`config.mk`:
```
export PLATFORM = sky130hd
export DESIGN_NAME = clock_set_controller
export DESIGN_NICKNAME = d
export VERILOG_FILES = /design/src/rtl/clock_set_controller.sv
export SDC_FILE = /design/constraint.sdc
export NUM_CORES = 1
export LEC_CHECK = 0
export ABC_AREA = 1
export CAP_MARGIN = 20
export CORE_MARGIN = 2
export CORE_UTILIZATION = 44
export DETAILED_ROUTE_END_ITERATION = 7
export MAX_ROUTING_LAYER = met4
export PLACE_DENSITY = 0.71
export REMOVE_ABC_BUFFERS = 1
export SETUP_SLACK_MARGIN = 0.15
export SLEW_MARGIN = 20
export SYNTH_ARGS = -nofsm -noshare
export SYNTH_HDL_FRONTEND = slang
export SYNTH_SLANG_ARGS = --single-unit
```
`constraint.sdc`:
```
create_clock -name sys_clk -period 1.5 [get_ports sys_clk]
set_input_delay 0.15 -clock sys_clk [delete_from_list [all_inputs] [get_ports sys_clk]]
set_output_delay 0.15 -clock sys_clk [all_outputs]
set_load 0.02 [all_outputs]
```
`src/rtl/clock_set_controller.sv`:
```
// rtl/clock_set_controller.sv - time-setting sequencer: mode/inc buttons to field increment strobes
// Optional auto-repeat on a held inc button is built when CLOCK_SET_AUTOREPEAT_EN is defined.
module clock_set_controller #(
    parameter int TIMEOUT_SECS  = 30,
    parameter int HOLD_CYCLES   = 50_000_000,
    parameter int REPEAT_CYCLES = 12_500_000
) (
    input  logic       sys_clk,
    input  logic       rst_n,
    input  logic       clk_1hz_en,
    input  logic       btn_mode,
    input  logic       btn_inc,
    output logic       inc_hours_ui,
    output logic       inc_minutes_ui,
    output logic       inc_seconds_ui,
    output logic [1:0] field_sel,
    output logic       set_active,
    output logic       blink
);

    localparam int TW = $clog2(TIMEOUT_SECS + 1);

    typedef enum logic [1:0] {
        ST_RUN     = 2'd0,
        ST_SET_HR  = 2'd1,
        ST_SET_MIN = 2'd2,
        ST_SET_SEC = 2'd3
    } state_t;

    if (TIMEOUT_SECS < 1 || HOLD_CYCLES < 1 || REPEAT_CYCLES < 1) begin : g_bad_params
        $error("clock_set_controller: TIMEOUT_SECS, HOLD_CYCLES and REPEAT_CYCLES must be >= 1");
    end

    state_t          state_q, state_d;
    logic            btn_mode_q, btn_inc_q;
    logic [TW-1:0]   tout_q, tout_d;
    logic            blink_q, blink_d;
    logic            set_active_q, set_active_d;
    logic [2:0]      strobe_q, strobe_d;   // [0]=hours [1]=minutes [2]=seconds

    logic mode_edge, inc_edge, in_set, activity, timeout_hit, press_ok, rep_pulse;

    assign mode_edge   = btn_mode & ~btn_mode_q;
    assign inc_edge    = btn_inc & ~btn_inc_q;
    assign in_set      = (state_q != ST_RUN);
    assign activity    = mode_edge | inc_edge | rep_pulse;
    assign press_ok    = in_set & inc_edge & ~mode_edge;
    assign timeout_hit = in_set & clk_1hz_en & ~activity & (tout_q == TW'(TIMEOUT_SECS - 1));

    always_ff @(posedge sys_clk or negedge rst_n) begin
        if (!rst_n) begin
            state_q      <= ST_RUN;
            btn_mode_q   <= 1'b0;
            btn_inc_q    <= 1'b0;
            tout_q       <= '0;
            blink_q      <= 1'b0;
            set_active_q <= 1'b0;
            strobe_q     <= 3'b000;
        end else begin
            state_q      <= state_d;
            btn_mode_q   <= btn_mode;
            btn_inc_q    <= btn_inc;
            tout_q       <= tout_d;
            blink_q      <= blink_d;
            set_active_q <= set_active_d;
            strobe_q     <= strobe_d;
        end
    end

    // Mode edge outranks everything, including a coincident timeout.
    always_comb begin
        state_d = state_q;
        if (mode_edge) begin
            case (state_q)
                ST_RUN:     state_d = ST_SET_HR;
                ST_SET_HR:  state_d = ST_SET_MIN;
                ST_SET_MIN: state_d = ST_SET_SEC;
                default:    state_d = ST_RUN;
            endcase
        end else if (timeout_hit) begin
            state_d = ST_RUN;
        end
    end

    always_comb begin
        strobe_d = 3'b000;
        if ((inc_edge | rep_pulse) & in_set & ~mode_edge) begin
            case (state_q)
                ST_SET_HR:  strobe_d[0] = 1'b1;
                ST_SET_MIN: strobe_d[1] = 1'b1;
                ST_SET_SEC: strobe_d[2] = 1'b1;
                default:    strobe_d    = 3'b000;
            endcase
        end

        tout_d = tout_q;
        if (!in_set || activity || (state_d != state_q)) begin
            tout_d = '0;
        end else if (clk_1hz_en) begin
            tout_d = tout_q + TW'(1);
        end

        if (state_d == ST_RUN) begin
            blink_d = 1'b0;
        end else if (state_q == ST_RUN) begin
            blink_d = 1'b1;
        end else begin
            blink_d = blink_q ^ clk_1hz_en;
        end

        set_active_d = (state_d != ST_RUN);
    end

`ifdef CLOCK_SET_AUTOREPEAT_EN
    localparam int CNT_MAX = (HOLD_CYCLES > REPEAT_CYCLES) ? HOLD_CYCLES : REPEAT_CYCLES;
    localparam int CW      = $clog2(CNT_MAX + 1);

    logic          held_q, held_d;
    logic          rep_phase_q, rep_phase_d;
    logic [CW-1:0] rcnt_q, rcnt_d;
    logic [CW-1:0] rep_target;
    logic          keep_holding;

    // rcnt_q holds the number of edges since the last press/repeat pulse.
    assign rep_target   = rep_phase_q ? CW'(REPEAT_CYCLES) : CW'(HOLD_CYCLES);
    assign keep_holding = held_q & btn_inc & in_set & ~mode_edge;
    assign rep_pulse    = keep_holding & (rcnt_q == rep_target);

    always_comb begin
        held_d      = 1'b0;
        rep_phase_d = 1'b0;
        rcnt_d      = '0;
        if (press_ok) begin
            held_d = 1'b1;
            rcnt_d = CW'(1);
        end else if (keep_holding && !timeout_hit) begin
            held_d = 1'b1;
            if (rep_pulse) begin
                rep_phase_d = 1'b1;
                rcnt_d      = CW'(1);
            end else begin
                rep_phase_d = rep_phase_q;
                rcnt_d      = rcnt_q + CW'(1);
            end
        end
    end

    always_ff @(posedge sys_clk or negedge rst_n) begin
        if (!rst_n) begin
            held_q      <= 1'b0;
            rep_phase_q <= 1'b0;
            rcnt_q      <= '0;
        end else begin
            held_q      <= held_d;
            rep_phase_q <= rep_phase_d;
            rcnt_q      <= rcnt_d;
        end
    end
`else
    logic unused_press_ok;
    assign unused_press_ok = press_ok;
    assign rep_pulse       = 1'b0;
`endif

    assign inc_hours_ui   = strobe_q[0];
    assign inc_minutes_ui = strobe_q[1];
    assign inc_seconds_ui = strobe_q[2];
    assign field_sel      = state_q;
    assign set_active     = set_active_q;
    assign blink          = blink_q;

endmodule

```
== After elaboration in Yosys (flattened, before gate mapping) ==
Cells that the tools add are included.
W data, S select, Z words.

* Register bits: 14
* Latch bits: 0
* Bits in read-only memories: 0
* Word-level logic and storage cells: 45
* Bits in writable memories: 0
* Output and inout bits: 7
* Input port bits: 5
* Memories kept: 0

* $lt $le $gt $ge: 0
* $add $sub $neg: 1
* Reductions and logical operators: 8
* Eq/ne operators: 5
* Bitwise logic cells: 13
* Shift-type cells: 0
* Div/mod/pow operators: 0
* Multipliers: 0
* Multiplexer cells: 11

{| class="wikitable"
|+ Operators with widths
! cell !! count
|-
| $mux W5 || 2
|-
| $and A1 B1 Y1 || 7
|-
| $pmux W2 S3 || 1
|-
| $reduce_bool A2 Y1 || 3
|-
| $add A5 B1 Y5 const B || 1
|-
| $eq A5 B5 Y1 const B || 1
|-
| $mux W1 || 5
|-
| $eq A2 B2 Y1 const B || 2
|-
| $logic_not A2 Y1 || 2
|-
| $mux W2 || 2
|-
| $not A1 Y1 || 4
|-
| $mux W3 || 1
|-
| $eq A2 B1 Y1 const B || 1
|-
| $logic_or A1 B1 Y1 || 2
|-
| $ne A2 B2 Y1 || 1
|-
| $logic_not A1 Y1 || 1
|-
| $or A1 B1 Y1 || 1
|-
| $xor A1 B1 Y1 || 1
|}

== Depth between registers and ports, before layout ==
Gate-level depths: netlist of the first run.

* Depth in word-level cells: 11
* Gate-level depth with buffers: 10

== Least setup slack after synthesis of the first run ==
Ideal clock, no wire load.

* Path type: register -> register
* Start point: register state_q[0], in the netlist field_sel[0]
* End point: register tout_q[0]
* Path buffers: 0
* Data required time: 1,380 ps
* Arrival: 1,423 ps
* Setup slack: -43 ps
* Stages on the path, launching flop included: 11
* Path through: dfrtp_1 inv_1 ha_1 inv_1 nand2_1 nor2_2 nand2_1 nand2_2 nand3_1 nand3_2 nor2_1

* Word-level cells in the longest chain between the ends: 9

{| class="wikitable"
|+ RTL lines
! item !! RTL line !! RTL
|-
| start: declaration || 34 || <nowiki>state_t state_q, state_d;</nowiki>
|-
| start signal: assignment || 60 || <nowiki>state_q <= state_d;</nowiki>
|-
| $reduce_bool A2 Y1 || 45 || <nowiki>assign in_set = (state_q != ST_RUN);</nowiki>
|-
| $and A1 B1 Y1 (3 in a row) || 48 || <nowiki>assign timeout_hit = in_set & clk_1hz_en & ~activity & (tout_q == TW'(TIMEOUT_SECS - 1));</nowiki>
|-
| $mux W2 || 80 || <nowiki>end else if (timeout_hit) begin</nowiki>
|-
| $mux W2 || 73 || <nowiki>if (mode_edge) begin</nowiki>
|-
| $ne A2 B2 Y1 || 97 || <nowiki>if (!in_set || activity || (state_d != state_q)) begin</nowiki>
|-
| $logic_or A1 B1 Y1 (*) || 97 ||
|-
| $mux W5 / $reduce_bool A2 Y1 (equally long branches) || - ||
|-
| end signal: assignment || 63 || <nowiki>tout_q <= tout_d;</nowiki>
|-
| end: declaration || 36 || <nowiki>logic [TW-1:0] tout_q, tout_d;</nowiki>
|}

Mark *: on every way between the ends. The rest lies on a longest branch, timed or not.
A chain may end at the register's enable or synchronous reset.

== Worst setup path in the final report of the first run ==
* Start point: register tout_q[1]
* End point: register tout_q[2]

* Word-level cells in the longest chain between the ends: 7

{| class="wikitable"
|+ RTL lines
! item !! RTL line
|-
| $eq A5 B5 Y1 || 48
|-
| $and A1 B1 Y1 || 48
|-
| $mux W2 || 80
|-
| $mux W2 || 73
|-
| $ne A2 B2 Y1 || 97
|-
| $logic_or A1 B1 Y1 || 97
|-
| $mux W5 / $reduce_bool A2 Y1 (equally long branches) || -
|}

Several ways; a longest one is shown, not always the timed one. The select of a mux whose other input is x is not followed.

==> flow_summary.toml, run 1 <==
[run_status]
status = "finished clean"

[sta]
fmax_mhz = 697
skew_ns = 0.00835
fin_crit_ns = 1.43
setup_slack_ns = 0.0662
slew_headroom_pct = 82.1
slew_viol_final = 0
rsz0062_at_grt = "true"
setup_viol = 0
hold_violations = 0
tightestPinTransition_ns = 0.268
finalCritPeriodShare_pct = 95.6

[power_and_ir_drop]
power_uw = 1680
intPower_uw = 1020
clockPowerShare_pct = 16.5
p_sw_share_pct = 39.6
vdd_drop_max_mv = 1.11
power.density_mw_per_mm2 = 1610
power_frac_seq_pct = 29.4
p_leak_uw = 0.000554
p_sw_uw = 667
comb_power_share_pct = 54.0

[placement]
io_buffer_count = 11
pre_cts_slack_ns = 0.0217
dp_hpwl_um = 974
gp_congestion = 0.867

[die]
io_pins = 12
die_height_um = 43.7
rows = 14
initial_core_util_pct = 46.6
dieArea_mm2 = 0.00191
die_w_um = 43.7
fp.coreArea_mm2 = 0.00149

[critical_path]
endpoint = "tout_q[2]"
critical-path-slowest-cell = "dfrtp_1"
critPathTopFamily = "simple AND/OR/NAND/NOR gates"
critPathBufInv = 1
cp-end-kind = "flop"
crit_required_ns = 1.73
worstSetupStartpoint = "tout_q[1]"
start_kind = "flop"
r2r_slack_ns = 0.07
r2r-start = "tout_q[1]"
cp_cell_sequence = "buf_4, ha_1, and3_2, or2_2, nor2_2"
path_depth = 5
reg2reg_depth = 5
cpPeakStageDelay_ns = 0.42
worstPathMaxFanout = 4
arrival_ns = 1.66
regToRegEndpoint = "tout_q[2]"
critical_path_class = "reg -> reg"

[route]
wl_per_cell_um = 13.1
drc = 0
vias = 587
wl_um = 1580
avgViaCountPerCell = 4.85
dr.pass1.iters = 2
postRouteAntennaNets = 0
drt_iter0_markers = 7

[cts]
clk_latency_ns = 0.29
cts_buffer_depth = 2
root_buffer = "clkbuf_4"
cts_hold_buf = 0
clock-sinks = 14
cts_tree = "built"
htreeDepth = 1
clk_pin_slew_ns = 0.09
cts_inserted_buffers = 3

[synth]
synth_area_um2 = 693
yosysMostFrequentCell = "inv_1"
synth.avg_cell_area_um2 = 9.00
synth_edf_count = 0
yosysSeqAreaShare_pct = 50.5
yosysTopAreaCell = "dfrtp_1"
yosys-top-cells-area = "dfrtp_1, ha_1, inv_1"
synth_top_area_share_pct = 50.5
synthDistinctLibCells = 16
async_flop_share_pct = 100
ys_seq_elements = 14
synthTopCellsByCount = "inv_1, dfrtp_1, nor2_1"
synth_cells = 77
synth-main-ff-cell = "dfrtp_1"
ys_warn_count = 0

[finish]
fin_nets = 117
layout-area-overhead-vs-synth_pct = 50.7
fill_cells = 97
seq_area_um2 = 350
insertedDiodeCount = 0
drive_above_1_share_pct = 39.0
final_util_pct = 70.2
multi_input_area_um2 = 372

[global_route]
antenna_found_initial = 0
grt_pass1_wl_um = 2750
track_usage_pct = 20.8
overflow = 0
grt_max_degree = 15
grt_pass1_vias = 605

[job]
cap_violations = 0

[worst_hold_path]
hold_class = "in -> async"
area by class of cell:
| type | count | area share [%] |
|---|---|---|
| multi-input cells | 48 | 35.6 |
| flip-flops and latches | 14 | 33.5 |
| repair buffers | 24 | 20.1 |
| inverters | 15 | 5.39 |
| clock buffers | 4 | 3.47 |
| well taps | 16 | 1.92 |
placed cells by master, fill, tap and decap left out, types with 2 or more instances in the layout:
master           count
dlymetal6s2s_1       2
nand2_2              5
ha_1                 4
inv_1               12
nand3_2              2
inv_2                3
a21oi_1              2
nand2_1              2
nand2_4              3
nor2_4               3
nor2_2               3
clkbuf_4             3
o21ai_0              2
dfrtp_1             14
xor2_1               2
nor2_1              10
buf_4               12
dlygate4sd2_1        5
nand3_1              2
clkdlybuf4s50_1      4
worst min path at each step:
stage	startpoint	end	slack (ns)
final	rst_n	set_active	0.15
after global routing	rst_n	btn_mode_q	0.19
after CTS	rst_n	set_active	0.16
after detailed placement	rst_n	field_sel[1]	0.47
after global placement	rst_n	field_sel[1]	0.47
after floorplan	rst_n	blink	-0.15
metal layers:
metal / track usage (%) / up-vias / routed length [um]
met2: 30.3 / 14 / 791
met1: 26.3 / 280 / 680
li1: - / 289 / -
met4: 10.9 / 0 / 36
met3: 5.83 / 4 / 73
met5: - / - / 0
stage by stage:
stage	hold slack (ns)	instance area, um^2	TNS (ns)	instances
after floorplan	-0.146	693	-0.230	77
after global placement	0.474	853	0	108
after detailed placement	0.473	853	0	108
after CTS	0.163	968	0	117
after global routing	0.190	1040	-0.000157	121
final	0.154	1040	0	121
cell families after synthesis:
family,after synthesis,synth area share [%]
buf+inv,15,8.12
simple gates,34,23.1
fa+ha+maj,6,10.8
flops,14,50.5
compound gates,5,3.61
xor+xnor,3,3.79
flip-flops by register name (all words and copies together), names as in the netlist:
| register | flops |
|---|---|
| tout_q | 5 |
| strobe_q | 3 |
| field_sel | 2 |
| blink | 1 |
| btn_inc_q | 1 |
| btn_mode_q | 1 |
| set_active | 1 |
timing repair:
action	4_1_cts	5_1_grt
setup endpoints to repair	12	10
cloned	0	0
setup buffers	5	4
pin swaps	7	6
resized for setup	19	14
power groups by stage:
stage                     combinational [uW]  sequential (uW)  clock, uW
after detailed placement                 631              503          0
after global placement                   608              503          0
final                                    909              496        278
after CTS                                787              497        279
after floorplan                          275              583          0
after global routing                    1000              504        297
Note: power is estimated with default switching activity, not from simulation.
==> run 2: changes to the inputs <==
CORE_ASPECT_RATIO = 1.75   (was not set)
CORE_UTILIZATION = 30   (was 44)
CTS_CLUSTER_DIAMETER = 120   (was not set)
PLACE_DENSITY = not set   (was 0.71)
==> run 2 against run 1 <==
Compared with the run above: clock power increased by 4%; combinational power down 3.9%; final cell count grew 4.1%; sequential share of layout area increased by 1.1 points; sequential power is essentially flat; largest cell class is now flip-flops and latches; largest power group unchanged; highest routed layer unchanged.
==> flow_summary.toml, run 2 (synthesis results as in run 1) <==
[power_and_ir_drop]
vdd_drop_max_mv = 0.633
clockPowerShare_pct = 17.5
comb_power_share_pct = 52.6
power.density_mw_per_mm2 = 1640
p_sw_uw = 640
p_sw_share_pct = 38.5
power_frac_seq_pct = 29.9
p_leak_uw = 0.000491
intPower_uw = 1020

[route]
avgViaCountPerCell = 4.57
met3RoutedLength_um = 27
vias = 576
dr_wl_met2_um = 891
wl_met1_um = 483
drt_iter0_markers = 10
dr.pass1.iters = 4
postRouteAntennaNets = 0
drc = 0
wl_per_cell_um = 11.8
wl_um = 1490
routed.top_layer = "met4"

[sta]
slew_viol_final = 0
tightestPinTransition_ns = 0.260
rsz0062_at_grt = "true"
finalCritPeriodShare_pct = 95.7
fmax_mhz = 697
fin_crit_ns = 1.44
hold_violations = 0
slew_headroom_pct = 82.6
setup_viol = 0
skew_ns = 0.00374
setup_slack_ns = 0.0647

[placement]
dp_hpwl_um = 1060
io_buffer_count = 11
gp_congestion = 0.900
pre_cts_slack_ns = 0.0288

[critical_path]
cpPeakStageDelay_ns = 0.36
arrival_ns = 1.56
start_kind = "flop"
cp_cell_sequence = "buf_6, inv_4, ha_4, inv_2, nand2_2, nor2_4, nand2_2, nand2_2, nand3_2, nand3_4, nor2_2"
critPathTopFamily = "simple AND/OR/NAND/NOR gates"
critical_path_class = "reg -> reg"
path_depth = 11
crit_top_cell = "nand2_2"
critPathBufInv = 3
critical-path-slowest-cell = "dfrtp_1"
crit_required_ns = 1.62
cp-end-kind = "flop"
worstPathMaxFanout = 5
reg2reg_depth = 11

[die]
io_pins = 12
die_height_um = 67.6
dieArea_mm2 = 0.00273
initial_core_util_pct = 30.9
fp.coreArea_mm2 = 0.00224
die_w_um = 40.3
rows = 23

[cts]
cts_buffer_depth = 2
clk_latency_ns = 0.24
clk_pin_slew_ns = 0.05
cts_tree = "built"
cts_inserted_buffers = 3
htreeDepth = 1
root_buffer = "clkbuf_8"
clock-sinks = 14

[global_route]
antenna_found_initial = 0
grt_max_degree = 15
grt_pass1_wl_um = 2460
overflow = 0
grt_pass1_vias = 626
track_usage_pct = 13.9

[job]
cap_violations = 0

[finish]
drive_above_1_share_pct = 35.6
fin_nets = 114
layout-area-overhead-vs-synth_pct = 46.0
final_common_cell = "dfrtp_1"
largest_reg_flops = 5
largest_register = "tout_q"
final_util_pct = 45.1
insertedDiodeCount = 0
layout_common_cells = "dfrtp_1, inv_1, nor2_1"

[run_status]
status = "finished clean"

[worst_hold_path]
hold_class = "in -> async"
## run 2: through the flow
stage	instance area (um^2)	hold slack [ns]	TNS, ns	total power, uW	instances
floorplan	693	-0.146	-0.230	858	77
global placement	872	0.474	0	1130	118
detailed placement	872	0.474	0	1140	118
CTS	998	0.230	0	1620	126
global route	1010	0.241	-0.00101	1780	126
finish	1010	0.228	0	1660	126
## run 2: worst paths after layout
kind	start	endpoint	slack, ns
setup / recovery	field_sel[0]	tout_q[4]	0.06
hold / removal	rst_n	field_sel[1]	0.23
setup reg to reg	field_sel[0]	tout_q[4]	0.06
hold reg to reg	blink	blink	0.53
max in group asynchronous	rst_n	tout_q[4]	1.11
min in group sys_clk	btn_inc	btn_inc_q	0.39
## run 2: layer usage
layer | vias to the layer above | GRT usage, %
li1 | 280 | -
met1 | 275 | 11.6
met2 | 13 | 24.6
met3 | 8 | 0.987
met4 | 0 | 12.5
met5 | - | -
## run 2: timing repair
item,CTS,global route
hold buffers,0,0
endpoints found under the setup margin,10,13
resized for setup,20,7
pin swaps,6,4
buffers inserted,5,0
## run 2: layout make-up
class                           count  area, um^2
Clock buffer                        3        41.3
Fill cell                         230        1230
Inverter                           15        58.8
Multi-Input combinational cell     48         347
Sequential cell                    14         350
Tap cell                           25        31.3
Timing Repair Buffer               21         184
## run 2: power by group through the flow
| stage | combinational (uW) | clock (uW) | sequential [uW] |
|---|---|---|---|
| 2_1_floorplan | 275 | 0 | 583 |
| 3_3_place_gp | 625 | 0 | 500 |
| 3_5_place_dp | 641 | 0 | 502 |
| 4_1_cts | 825 | 299 | 495 |
| 5_1_grt | 955 | 319 | 508 |
| 6_report | 874 | 290 | 497 |
